===== src/rtl/watch_pkg.sv =====
// watch_pkg: mode encodings and debounce sizing shared by the button front end and the watch controller
package watch_pkg;
   localparam int MODE_W = 3;
   typedef enum logic [MODE_W-1:0] {
      WATCH     = 3'b000,
      STOPWATCH = 3'b001,
      ALARM     = 3'b010,
      DAY       = 3'b011
   } mode_t;
   function automatic int db_cnt_w(input int cycles);
      return $clog2(cycles);
   endfunction
   function automatic mode_t next_mode(input mode_t m);
      return m == DAY ? WATCH : mode_t'(m + 3'd1);
   endfunction
endpackage


===== src/rtl/btn_debounce.sv =====
// btn_debounce: 2-flop synchroniser, stability counter, debounced level and one-cycle press pulse
module btn_debounce
   import watch_pkg::*;
#(
   parameter int DEBOUNCE_CYCLES = 20
) (
   input  logic clk,
   input  logic reset,
   input  logic raw,
   output logic level,
   output logic press
);
   localparam int W = db_cnt_w(DEBOUNCE_CYCLES);
   logic [1:0]   sync;
   logic [W-1:0] cnt;
   logic         level_q;
   logic         done;
   assign done = (sync[1] != level) && (cnt == W'(DEBOUNCE_CYCLES - 1));
   always_ff @(posedge clk) begin
      if (reset) begin
         sync    <= '0;
         cnt     <= '0;
         level   <= 1'b0;
         level_q <= 1'b0;
         press   <= 1'b0;
      end else begin
         sync    <= {sync[0], raw};
         cnt     <= (sync[1] == level || done) ? '0 : cnt + W'(1);
         level   <= done ? sync[1] : level;
         level_q <= level;
         press   <= level & ~level_q;
      end
   end
endmodule


===== src/rtl/watch_button_ctrl.sv =====
// watch_button_ctrl: debounced buttons to mode FSM, setValue and command pulses; WATCH_AUTOREPEAT_EN adds upTime hold-repeat
module watch_button_ctrl
   import watch_pkg::*;
#(
   parameter int DEBOUNCE_CYCLES = 20
`ifdef WATCH_AUTOREPEAT_EN
   ,
   parameter int HOLD_CYCLES   = 500,
   parameter int REPEAT_CYCLES = 100
`endif
) (
   input  logic              clk,
   input  logic              reset,
   input  logic              btn_mode,
   input  logic              btn_set,
   input  logic              btn_reset,
   input  logic              btn_up,
   input  logic              btn_next,
   input  logic              btn_start,
   input  logic              btn_stop,
   output logic [MODE_W-1:0] mode,
   output logic              setValue,
   output logic              resetTime,
   output logic              upTime,
   output logic              nextd,
   output logic              start_resume,
   output logic              stop
);
   logic [5:0] raw, prs;
   logic       p_mode, p_set, p_reset, p_next, p_start, p_stop, p_up;
   logic       set_q, set_n, rep;
   mode_t      mode_q, mode_n;
   assign raw = {btn_stop, btn_start, btn_next, btn_reset, btn_set, btn_mode};
   assign {p_stop, p_start, p_next, p_reset, p_set, p_mode} = prs;
   for (genvar i = 0; i < 6; i++) begin : g_btn
      btn_debounce #(.DEBOUNCE_CYCLES(DEBOUNCE_CYCLES)) u_db (
         .clk   (clk),
         .reset (reset),
         .raw   (raw[i]),
         .level (),
         .press (prs[i])
      );
   end
`ifdef WATCH_AUTOREPEAT_EN
   localparam int HW = $clog2(HOLD_CYCLES + 2);
   logic          up_lvl;
   logic [HW-1:0] hc;
   // hc starts one cycle after the level rises, so HOLD_CYCLES+1 lines the first repeat up HOLD_CYCLES after the initial pulse
   assign rep = hc == HW'(HOLD_CYCLES + 1);
   always_ff @(posedge clk) begin
      if (reset || !(up_lvl && set_q))
         hc <= '0;
      else
         hc <= rep ? HW'(HOLD_CYCLES + 2 - REPEAT_CYCLES) : hc + HW'(1);
   end
`else
   assign rep = 1'b0;
`endif
   btn_debounce #(.DEBOUNCE_CYCLES(DEBOUNCE_CYCLES)) u_up (
      .clk   (clk),
      .reset (reset),
      .raw   (btn_up),
`ifdef WATCH_AUTOREPEAT_EN
      .level (up_lvl),
`else
      .level (),
`endif
      .press (p_up)
   );
   always_comb begin
      set_n  = (p_set && mode_q != STOPWATCH) ? ~set_q : set_q;
      mode_n = (p_mode && !p_set && !set_q) ? next_mode(mode_q) : mode_q;
   end
   always_ff @(posedge clk) begin
      if (reset) begin
         mode_q       <= WATCH;
         set_q        <= 1'b0;
         resetTime    <= 1'b0;
         upTime       <= 1'b0;
         nextd        <= 1'b0;
         start_resume <= 1'b0;
         stop         <= 1'b0;
      end else begin
         mode_q       <= mode_n;
         set_q        <= set_n;
         resetTime    <= p_reset;
         upTime       <= set_q & (p_up | rep);
         nextd        <= set_q & p_next;
         start_resume <= ~set_q & p_start;
         stop         <= ~set_q & p_stop;
      end
   end
   assign mode     = mode_q;
   assign setValue = set_q;
endmodule


===== config.mk =====
export PLATFORM = sky130hd
export DESIGN_NAME = watch_button_ctrl
export DESIGN_NICKNAME = d
export VERILOG_FILES = /design/src/rtl/watch_pkg.sv /design/src/rtl/btn_debounce.sv /design/src/rtl/watch_button_ctrl.sv
export SDC_FILE = /design/constraint.sdc
export NUM_CORES = 1
export LEC_CHECK = 0
export ABC_AREA = 1
export CAP_MARGIN = 20
export CELL_PAD_IN_SITES_DETAIL_PLACEMENT = 0
export CELL_PAD_IN_SITES_GLOBAL_PLACEMENT = 1
export CORE_ASPECT_RATIO = 0.75
export CORE_MARGIN = 5
export CORE_UTILIZATION = 47
export DETAILED_ROUTE_END_ITERATION = 10
export HOLD_SLACK_MARGIN = 0.05
export PLACE_DENSITY_LB_ADDON = 0.25
export SYNTH_ARGS = -nofsm -noshare
export SYNTH_HDL_FRONTEND = slang
export SYNTH_SLANG_ARGS = --single-unit

===== constraint.sdc =====
create_clock -name clk -period 2.65 [get_ports clk]
set_input_delay 0.53 -clock clk [delete_from_list [all_inputs] [get_ports clk]]
set_output_delay 0.53 -clock clk [all_outputs]
set_load 0.01 [all_outputs]

After elaboration in Yosys (flattened, before gate mapping). Index checks and enable logic that the tools add are counted.

Add/subtract/negate cells: 8. Equal/unequal tests: 23. Multiplexer cells: 1. Bitwise operators: 19. Reduce and logical (&&, ||, !) cells: 26.

Operators by type and width (number): $add 5x1->5 const B (7); $eq 5x5->1 const B (7); $reduce_or 2->1 (7); $and 1x1->1 (11); $logic_and 1x1->1 (10); $not 1->1 (8); $eq 1x1->1 (7); $logic_or 1x1->1 (7); $ne 1x1->1 (7); $add 3x1->3 const B (1); $eq 3x2->1 const B (1); $mux 3 (1); $ne 3x1->1 const B (1); $logic_not 1->1 (2).

Register bits: 79. Bits of input ports: 9. Output and inout bits: 9.

Depth between registers and ports, before layout. Gate-level depths: netlist (run 1).

Word-level depth: 4. Gate-level depth with buffers: 7. Mapped depth without buffers: 7.

By module. A second synthesis (run 1) with hierarchy kept.

Cells, all modules: 396. Area total of the unflattened synthesis: 3089.2 µm².

By module, submodules not included: btn_debounce (times used 7, cells an instance 50, area each 391.6 µm², seq. area each 200.2 µm²); watch_button_ctrl (times used 1, cells an instance 46, area each 347.8 µm², seq. area each 180.2 µm²).

Worst setup path after synthesis (run 1). No wires, ideal clock.

Path kind: register to register. Start point: register g_btn[5].u_db.cnt[0]. End point: register g_btn[5].u_db.cnt[2]. Setup time: 0.116 ns. Arrival: 0.967 ns. Path slack: 1.567 ns. Cell stages (with the launch flop): 7. Buffers on the path: 0. Clock period less this slack: 1.083 ns. Path through: dfxtp_1 > ha_1 > inv_1 > nor2_1 > nand2_1 > nand3_4 > nor2_1.

Longest elaborated chain between the ends: 4. Elaborated cells on any way between the ends: 5. Classes of those cells: add/sub (1); eq/ne (1); reduce/logical (3).

Ends and longest elaborated chain: start, declared (line btn_debounce.sv:15) `logic [W-1:0] cnt;`; start signal, assigned (line btn_debounce.sv:28) `cnt <= (sync[1] == level || done) ? '0 : cnt + W'(1);`; branches (longest 4 deep; another with $add 5x1->5).

Parallel ways; which one is timed is not known. A chain may end at the register's enable or synchronous reset.

Worst setup path after layout (run 1).
Start point: register set_q, in the netlist setValue. End point: output setValue.

RTL lines: start, declared (line watch_button_ctrl.sv:31) `logic set_q, set_n, rep;`; start signal, assigned (line watch_button_ctrl.sv:85) `set_q <= set_n;`; end, declared (line watch_button_ctrl.sv:22) `output logic setValue,`.

No word-level cell between the ends.

==> run_results.csv, run 1 <==
group,metric,value,unit
pwr,p_comb_share,2.4,%
final_layout,n_antenna_cell,0,
synth,synth_cell_types,19,
clock_tree,clk_path_buf_depth,2,
drt,drc_errors,0,
pwr,max-vdd-ir-drop,296,uV
drt,wl_per_cell,9.27,um
worst_setup_path,path_cells,"clkdlybuf4s50_1",
synth,yosys_warnings,0,
worst_setup_path,cp_slowest_cell,"clkdlybuf4s50_1",
worst_setup_path,start_kind,"flop",
grt,antenna_found_initial,0,
floorplan,die_area,8320,um^2
timing,timing.final.crit_share,72.1,%
synth,ys_seq_elements,79,
synth,synth_area,3090,um^2
timing,hold_violations,0,
pwr,internal_power,0.00173,W
worst_setup_path,crit_buf_inv,1,
worst_setup_path,critPathKind,"reg -> out",
final_layout,area_growth,14.0,%
clock_tree,cts_setup_buffers,0,
grt,grtUsageTotal,12.9,%
clock_tree,cts_tree,"built",
pwr,power_switching,0.000441,W
timing,setup_tns,0,ns
pwr,seqPwrFrac,55.6,%
place,hpwlAfterDp,3.19,mm
synth,syn_nets,406,
timing,finClkSkew,0.00816,ns
clock_tree,htreeDepth,3,
pwr,clkPwrFrac,42.0,%
clock_tree,hold_buffers,0,
pwr,pwr_density_cell,616,nW/um^2
timing,maxSlewViolCount,0,
grt,grt_max_degree,40,
timing,worstMarginPinSlew,0.487,ns
synth,syn_inst,388,
clock_tree,ctsResizeCount,0,
final_layout,drive_above_1_share,8.87,%
timing,slew_headroom,67.5,%
worst_setup_path,cp-end-kind,"output port",
clock_tree,cts.sinks,79,
floorplan,core_area,6350,um^2
timing,post-route-min-period,1.91,ns
synth,yosysSeqAreaShare,51.1,%
drt,first_iter_violations,56,
worst_setup_path,arrival,1.38,ns
place,port_buffers,17,
pwr,leakage,1.43,nW
pwr,p_sw_share,20.3,%
timing,setup_violations,0,
timing,grt_setup_unrepaired,"false",
drt,dr_total_vias,2238,
clock_tree,clkTransAtPathRegs,0.08,ns
grt,grt.overflow.total,0,
grt,grt_pass1_vias,2027,
worst_setup_path,worst-path-max-fanout,8,
worst_setup_path,cp.required,2.12,ns
floorplan,die_w,104,um
floorplan,die_h,80.3,um
worst_setup_path,worst_path_largest_cell_delay,0.58,ns
clock_tree,root_buffer,"clkbuf_8",
final_layout,fin_nets,430,
synth,syn_avg_cell_area,7.97,um^2
timing,fmax,523,MHz
floorplan,ioPinCount,18,
place,gp_congestion,0.766,
drt,ant_nets,0,
worst_setup_path,critPathTopFamily,"buffers and inverters",
grt,grt_pass1_wl,8.59,mm
status,outcome,"completed",
drt,drt-pass1-iter-count,4,
drt,routed_wl,4.62,mm
floorplan,initial_core_util,48.7,%
job,drv_cap,0,
timing,hold_ws,0.388,ns
drt,routed_via_density,4.49,
clock_tree,numCtsBuffers,9,
clock_tree,clk_latency,0.34,ns
min_path,hp-class,"reg -> reg",
floorplan,row_count,25,
logic make-up after synthesis:
logic type	after synthesis	synth area share (%)
flops	79	51.1
buf+inv	69	9.38
xor+xnor	7	1.98
fa+ha+maj	9	3.64
compound gates	10	1.70
simple gates	214	32.2
final timing paths:
path / startpoint / to / slack (ns) / cells past startpoint
setup / recovery: setValue / setValue / 0.74 / 1
hold / removal: g_btn[0].u_db.level_q / g_btn[0].u_db.press / 0.39 / 1
setup reg to reg: g_btn[4].u_db.cnt[0] / g_btn[4].u_db.cnt[4] / 1.45 / 6
hold reg to reg: g_btn[0].u_db.level_q / g_btn[0].u_db.press / 0.39 / 1
worst reg2reg max path, delay by kind of cell, from the launching register on:
| kind | cells | cell delay, ns |
|---|---|---|
| fa+ha+maj | 1 | 0.25 |
| buf+inv | 1 | 0.06 |
| flops | 1 | 0.38 |
| simple gates | 4 | 0.42 |
sequential cells by signal, indices dropped and copies added, names as in the netlist, 2 cells and up:
| signal | flops |
|---|---|
| g_btn.u_db.sync | 12 |
| g_btn.u_db.press | 6 |
| g_btn.u_db.level | 6 |
| u_up.sync | 2 |
| g_btn.u_db.cnt | 30 |
| mode | 3 |
| u_up.cnt | 5 |
| g_btn.u_db.level_q | 6 |
power groups by stage:
stage / Sequential (W) / Combinational (W) / Clock [W]
CTS: 0.00121 / 0.0000544 / 0.000955
global placement: 0.00123 / 0.0000537 / 0
floorplan: 0.00123 / 0.0000416 / 0
detailed placement: 0.00123 / 0.0000543 / 0
finish: 0.00121 / 0.0000532 / 0.000911
global route: 0.00121 / 0.0000607 / 0.00102
cell usage after synthesis:
library cell  number  share of area (%)
ha_1               9                3.6
nand2_2            1               0.20
nand2_1           62                7.5
xnor2_1            7                2.0
nor3_1             2               0.32
nor3_2             5                1.6
buf_6              4                1.5
nand4_1           14                2.8
o21bai_1           1               0.24
inv_1             64                7.8
nand3_1           22                3.6
dfxtp_1           79                 51
nand3_2            6                1.9
buf_2              1               0.16
nor2_4             5                1.8
nand3_4            1               0.57
a21oi_1            9                1.5
nor2_1            94                 11
nor2_2             2               0.40
metrics by stage:
step           setup WS [ns]  instances  area [um^2]  util, %  power (W)
2_1_floorplan           1.57        388         3090        -    0.00127
3_3_place_gp            1.11        482         3320     52.3    0.00129
3_5_place_dp            1.09        482         3320     52.3    0.00129
4_1_cts                0.695        498         3530     55.5    0.00222
5_1_grt                0.659        498         3530     55.5    0.00229
6_report               0.738        498         3530     55.5    0.00217
layout by cell type (no fill, tap or decap), drive strengths merged:
cell type,Yosys,final
nor2,101,101
clkinv,0,2
nor3,7,7
ha,9,9
inv,64,64
o21bai,1,1
buf,5,2
clkdlybuf4s50,0,16
xnor2,7,7
clkbuf,0,13
nand3,29,29
nand4,14,14
a21oi,9,9
bufinv,0,1
dfxtp,79,79
nand2,63,63
layout make-up:
| cell class | instances | area, um^2 |
|---|---|---|
| Timing Repair Buffer | 18 | 173 |
| Clock inverter | 3 | 40.0 |
| Clock buffer | 13 | 169 |
| Tap cell | 81 | 101 |
| Multi-Input combinational cell | 240 | 1220 |
| Fill cell | 608 | 2820 |
| Inverter | 64 | 240 |
| Sequential cell | 79 | 1580 |
routing by layer:
layer / share of wire, % / vias to the layer above / global-route usage [%]
li1: - / 1237 / -
met1: 52 / 969 / 15.2
met2: 43 / 28 / 19.7
met3: 4.5 / 4 / 6.75
met4: 0.87 / 0 / 5.05
met5: 0 / - / 0
No activity file was read; power rests on OpenSTA's default activity.
==> inputs of run 2 (changes only) <==
--- a/config.mk
+++ b/config.mk
@@ -11,7 +11,7 @@
 export CELL_PAD_IN_SITES_GLOBAL_PLACEMENT = 1
 export CORE_ASPECT_RATIO = 0.75
 export CORE_MARGIN = 5
-export CORE_UTILIZATION = 47
+export CORE_UTILIZATION = 39
 export DETAILED_ROUTE_END_ITERATION = 10
 export HOLD_SLACK_MARGIN = 0.05
 export PLACE_DENSITY_LB_ADDON = 0.25
==> constraint.sdc (replaced) <==
create_clock -name clk -period 1.6 [get_ports clk]
set_input_delay 0.32 -clock clk [delete_from_list [all_inputs] [get_ports clk]]
set_output_delay 0.32 -clock clk [all_outputs]
set_load 0.01 [all_outputs]
==> run 2 against run 1 <==
Sequential share of layout area fell by 0.36 points; register-to-register slack got worse by 1.0 ns; first-iteration DRC count rose by 38%; count of clock-buffer cells in the layout fell by 4.
==> run_results.csv, run 2 (synthesis results as in run 1) <==
group,metric,value,unit
timing,fmax,664,MHz
worst_setup_path,worstReg2RegEnd,"g_btn[5].u_db.cnt[2]",
final_layout,final_common_cell,"nor2_1",
floorplan,die_area,9830,um^2
place,hpwlAfterDp,3.27,mm
drt,routed_wl,4.63,mm
timing,slew_headroom,72.8,%
worst_setup_path,cp.required,1.28,ns
timing,hold_violations,0,
place,gp_congestion,0.736,
worst_setup_path,cp.depth,1,
final_layout,fin_nets,433,
clock_tree,cts_tree,"built",
worst_setup_path,worst_path_largest_cell_delay,0.52,ns
grt,grt_max_degree,16,
place,placed_cells,509,
worst_setup_path,critPathKind,"reg -> out",
final_layout,n_antenna_cell,0,
timing,post-route-min-period,1.51,ns
clock_tree,clk_path_buf_depth,2,
min_path,hp-class,"in -> reg",
clock_tree,clkTransAtPathRegs,0.08,ns
drt,first_iter_violations,77,
final_layout,top_register,"g_btn.u_db.cnt",
final_layout,area_growth,15.0,%
worst_setup_path,cp-end-kind,"output port",
timing,hold_ws,0.258,ns
grt,grt_pass1_vias,2071,
clock_tree,root_buffer,"clkbuf_8",
clock_tree,hold_buffers,0,
place,port_buffers,17,
drt,ant_nets,0,
floorplan,row_count,28,
worst_setup_path,worst-path-max-fanout,1,
worst_setup_path,cp_slowest_cell,"clkdlybuf4s50_1",
drt,drt-pass1-iter-count,4,
grt,antenna_found_initial,0,
final_layout,largestRegisters,"g_btn.u_db.cnt: 30 flops, g_btn.u_db.sync: 12 flops",
timing,timing.final.crit_share,94.1,%
final_layout,final_cell_mix,"nor2_1 (94), dfxtp_1 (78), inv_1 (64), nand2_1 (62), nand3_1 (22)",
pwr,pwr_density_cell,960,nW/um^2
timing,setup_violations,0,
pwr,p_total,0.00342,W
clock_tree,numCtsBuffers,9,
clock_tree,clk_latency,0.34,ns
final_layout,fillers,780,
grt,grtUsageTotal,10.8,%
worst_setup_path,arrival,1.19,ns
drt,dr_total_vias,2224,
final_layout,finish.utilization,45.5,%
clock_tree,cts.sinks,79,
worst_setup_path,critPathTopFamily,"buffers and inverters",
worst_setup_path,r2r_start,"g_btn[5].u_db.cnt[0]",
grt,grt.overflow.total,0,
floorplan,initial_core_util,39.6,%
drt,wl_per_cell,8.82,um
timing,finClkSkew,0.00738,ns
grt,grt_pass1_wl,8.69,mm
final_layout,regArea,1580,um^2
drt,routed_via_density,4.24,
clock_tree,htreeDepth,3,
status,outcome,"completed",
worst_setup_path,path_cells,"clkdlybuf4s50_1",
floorplan,die_h,87.1,um
worst_setup_path,reg2reg_depth,6,
worst_setup_path,start_kind,"flop",
worst_setup_path,cp-endpoint,"upTime",
clock_tree,cts_setup_buffers,0,
timing,setup_tns,0,ns
timing,grt_setup_unrepaired,"false",
worst_setup_path,crit_start,"upTime",
final_layout,drive_above_1_share,10.0,%
timing,worstMarginPinSlew,0.407,ns
final_layout,multi_input_area,1220,um^2
timing,maxSlewViolCount,0,
floorplan,ioPinCount,18,
job,drv_cap,0,
worst_setup_path,rrSetupSlack,0.41,ns
worst_setup_path,crit_buf_inv,1,
pwr,max-vdd-ir-drop,383,uV
final_layout,final_cells,525,
floorplan,die_w,113,um
floorplan,core_area,7810,um^2
final_layout,largest_reg_flops,30,
drt,drc_errors,0,
pwr,leakage,1.49,nW
## run 2: worst reg2reg max path: cells and delay by family (launching register included)
kind	cells	cell delay, ns
flops	1	0.38
fa+ha+maj	1	0.25
buf+inv	1	0.06
simple gates	4	0.41
## run 2: layout make-up
| cell class | count | area share [%] |
|---|---|---|
| timing repair buffer | 21 | 5.63 |
| sequential | 79 | 44.5 |
| tap | 105 | 3.69 |
| clock inverter | 7 | 1.62 |
| multi-input combinational | 240 | 34.4 |
| inverter | 64 | 6.75 |
| clock buffer | 9 | 3.48 |
## run 2: report_power, final
part / internal [W] / switching (W)
clock network: 0.000581 / 0.000745
registers: 0.00199 / 0.0000119
logic: 0.0000389 / 0.0000540
## run 2: worst min-delay path by stage
stage | start | to | slack [ns] | cells past startpoint
floorplan | g_btn[1].u_db.level_q | g_btn[1].u_db.press | 0.37 | 1
global placement | g_btn[1].u_db.level_q | g_btn[1].u_db.press | 0.38 | 1
detailed placement | g_btn[0].u_db.level_q | g_btn[0].u_db.press | 0.38 | 1
CTS | reset | g_btn[1].u_db.sync[0] | 0.24 | 2
global route | reset | g_btn[0].u_db.sync[0] | 0.25 | 2
finish | reset | g_btn[1].u_db.sync[0] | 0.26 | 2
## run 2: routing by layer
layer  routed length [um]  global-route usage [%]  share of wire, %  up-vias
met5                    0                       0                 0        -
met4                   43                    3.28              0.93        0
met3                  241                    4.93               5.2        4
met2                 1890                    16.4                41       35
met1                 2460                    13.9                53      938
li1                     -                       -                 -     1247
## run 2: timing repair
item                                   4_1_cts  5_1_grt
pin swaps                                    0        0
gates cloned                                 0        0
endpoints found under the hold margin        0        0
setup endpoints to repair                    2        3
resized for setup                            3        3
## run 2: per-stage QoR
stage | cell area [um^2] | setup slack, ns
detailed placement | 3370 | 0.329
CTS | 3550 | 0.0112
global placement | 3370 | 0.357
global route | 3560 | 0.0248
finish | 3560 | 0.0938
floorplan | 3090 | 0.517
==> inputs of run 3 (changes only) <==
--- a/config.mk
+++ b/config.mk
@@ -7,11 +7,10 @@
 export LEC_CHECK = 0
 export ABC_AREA = 1
 export CAP_MARGIN = 20
-export CELL_PAD_IN_SITES_DETAIL_PLACEMENT = 0
-export CELL_PAD_IN_SITES_GLOBAL_PLACEMENT = 1
 export CORE_ASPECT_RATIO = 0.75
 export CORE_MARGIN = 5
-export CORE_UTILIZATION = 39
+export CORE_UTILIZATION = 50
+export CTS_BUF_LIST = sky130_fd_sc_hd__clkbuf_2
 export DETAILED_ROUTE_END_ITERATION = 10
 export HOLD_SLACK_MARGIN = 0.05
 export PLACE_DENSITY_LB_ADDON = 0.25
==> constraint.sdc (replaced) <==
create_clock -name clk -period 1.5 [get_ports clk]
set_input_delay 0.3 -clock clk [delete_from_list [all_inputs] [get_ports clk]]
set_output_delay 0.3 -clock clk [all_outputs]
set_load 0.01 [all_outputs]
==> run 3 against run 2 <==
Combinational power is 9% higher; global-route usage grew 2.1 points; via count up 1.5%; worst setup slack gained 0.0074 ns; core utilization rose by 13 points; sequential power up 7%; sequential share of layout area is 1.2 points higher; critical path type unchanged.
==> run_results.csv, run 3 (synthesis results as in run 1) <==
group,metric,value,unit
clock_tree,clk_path_buf_depth,2,
grt,grt_pass1_wl,8.20,mm
final_layout,stdcell_area,3480,um^2
pwr,p_sw_share,21.7,%
final_layout,final_cell_mix,"nor2_1 (94), dfxtp_1 (72), inv_1 (64), nand2_1 (62), nand3_1 (22)",
drt,wl_per_cell,9.30,um
drt,ant_nets,0,
grt,grt_max_degree,16,
worst_setup_path,arrival,1.10,ns
timing,setup_violations,0,
timing,finClkSkew,0.0251,ns
final_layout,largest_reg_flops,30,
worst_setup_path,cp_slowest_cell,"dfxtp_2",
timing,fmax,715,MHz
min_path,hp-class,"in -> reg",
timing,worstMarginPinSlew,0.410,ns
place,gp_congestion,0.768,
drt,first_iter_violations,58,
timing,hold_ws,0.283,ns
clock_tree,cts_tree,"built",
drt,wl_met1,2.40,mm
drt,drc_errors,0,
final_layout,area_growth,12.5,%
worst_setup_path,start_kind,"flop",
clock_tree,htreeDepth,3,
grt,grtUsageTotal,12.9,%
drt,routed-wl-met2,1.95,mm
clock_tree,cts.sinks,79,
pwr,clkPwrFrac,35.3,%
final_layout,final_common_cell,"nor2_1",
drt,routed.top_layer,"met4",
clock_tree,numCtsBuffers,9,
clock_tree,clk_latency,0.51,ns
place,post-place-ws,0.264,ns
pwr,max-vdd-ir-drop,497,uV
worst_setup_path,critPathTopFamily,"flip-flops",
worst_setup_path,worst-path-max-fanout,2,
place,placed_cells,482,
final_layout,fillers,532,
status,outcome,"completed",
worst_setup_path,crit_buf_inv,1,
final_layout,drive_above_1_share,12.5,%
floorplan,die_w,101,um
pwr,power_switching,0.000752,W
final_layout,largestRegisters,"g_btn.u_db.cnt: 30 flops, g_btn.u_db.sync: 12 flops",
drt,dr_wl_met3,259,um
drt,routed_wl,4.66,mm
pwr,p_total,0.00346,W
floorplan,initial_core_util,52.3,%
floorplan,die_area,7880,um^2
pwr,p_comb_share,2.9,%
timing,timing.final.crit_share,93.3,%
pwr,internal_power,0.00271,W
final_layout,final_cells,501,
grt,antenna_found_initial,0,
floorplan,core_area,5920,um^2
grt,grt.overflow.total,0,
timing,maxSlewViolCount,0,
worst_setup_path,cp-end-kind,"output port",
timing,slew_headroom,72.6,%
worst_setup_path,cp.required,1.20,ns
final_layout,fin_nets,437,
timing,hold_violations,0,
place,port_buffers,17,
timing,worst_slack,0.101,ns
pwr,pwr_density_cell,994,nW/um^2
drt,routed_via_density,4.51,
pwr,seqPwrFrac,61.8,%
worst_setup_path,critPathKind,"reg -> out",
timing,post-route-min-period,1.40,ns
place,placed_area,3340,um^2
pwr,leakage,1.45,nW
clock_tree,root_buffer,"clkbuf_2",
clock_tree,clkTransAtPathRegs,0.20,ns
floorplan,die_h,78.1,um
final_layout,n_antenna_cell,0,
worst_setup_path,worst_path_largest_cell_delay,0.37,ns
place,hpwlAfterDp,3.22,mm
worst_setup_path,path_cells,"clkdlybuf4s15_1",
drt,dr_total_vias,2258,
drt,drt-pass1-iter-count,4,
floorplan,row_count,24,
floorplan,ioPinCount,18,
final_layout,top_register,"g_btn.u_db.cnt",
grt,grt_pass1_vias,1952,
job,drv_cap,0,
## run 3: power groups by stage
stage / combinational, W / clock [W] / sequential [W]
6_report: 0.000101 / 0.00122 / 0.00214
5_1_grt: 0.000115 / 0.00136 / 0.00214
4_1_cts: 0.000103 / 0.00127 / 0.00214
3_5_place_dp: 0.000101 / 0 / 0.00218
3_3_place_gp: 0.0000988 / 0 / 0.00218
2_1_floorplan: 0.0000734 / 0 / 0.00218
## run 3: area by class of cell
type                    count  area, um^2  share of cell area (%)
repair buffers             25         206                    5.93
inverters                  64         240                    6.90
clock inverters             5        73.8                    2.12
flip-flops and latches     79        1590                    45.7
clock buffers              10        50.0                    1.44
well taps                  78        97.6                    2.80
multi-input cells         240        1220                    35.1
## run 3: routing by layer
metal / vias up / global-route usage, %
met5: - / 0
met4: 0 / 4.31
met3: 5 / 6.55
met2: 32 / 18.7
met1: 969 / 16.7
li1: 1252 / -
## run 3: stage by stage
stage | utilization (%) | setup TNS [ns]
after floorplan | - | 0
after global placement | 56.4 | 0
after detailed placement | 56.4 | 0
after CTS | 58.8 | 0
after global routing | 58.8 | -0.00471
final | 58.8 | 0
## run 3: final timing paths
| kind | startpoint | endpoint | slack, ns | cells after the start |
|---|---|---|---|---|
| max | mode[1] | mode[1] | 0.10 | 1 |
| min | btn_reset | g_btn[2].u_db.sync[0] | 0.28 | 3 |
| max reg2reg | g_btn[2].u_db.cnt[0] | g_btn[2].u_db.cnt[2] | 0.28 | 6 |
| min reg2reg | g_btn[1].u_db.level_q | g_btn[1].u_db.press | 0.39 | 1 |
## run 3: what timing repair did
| item | CTS | global route |
|---|---|---|
| resized for setup | 14 | 14 |
| hold endpoints to repair | 5 | 0 |
| hold buffers | 1 | 0 |
| setup endpoints to repair | 9 | 8 |
| buffers inserted | 2 | 1 |
## run 3: tightest hold or removal path, stage by stage
cell and delay, ns:
clkdlybuf4s50_1 0.39, inv_1 0.05, nor2_1 0.03
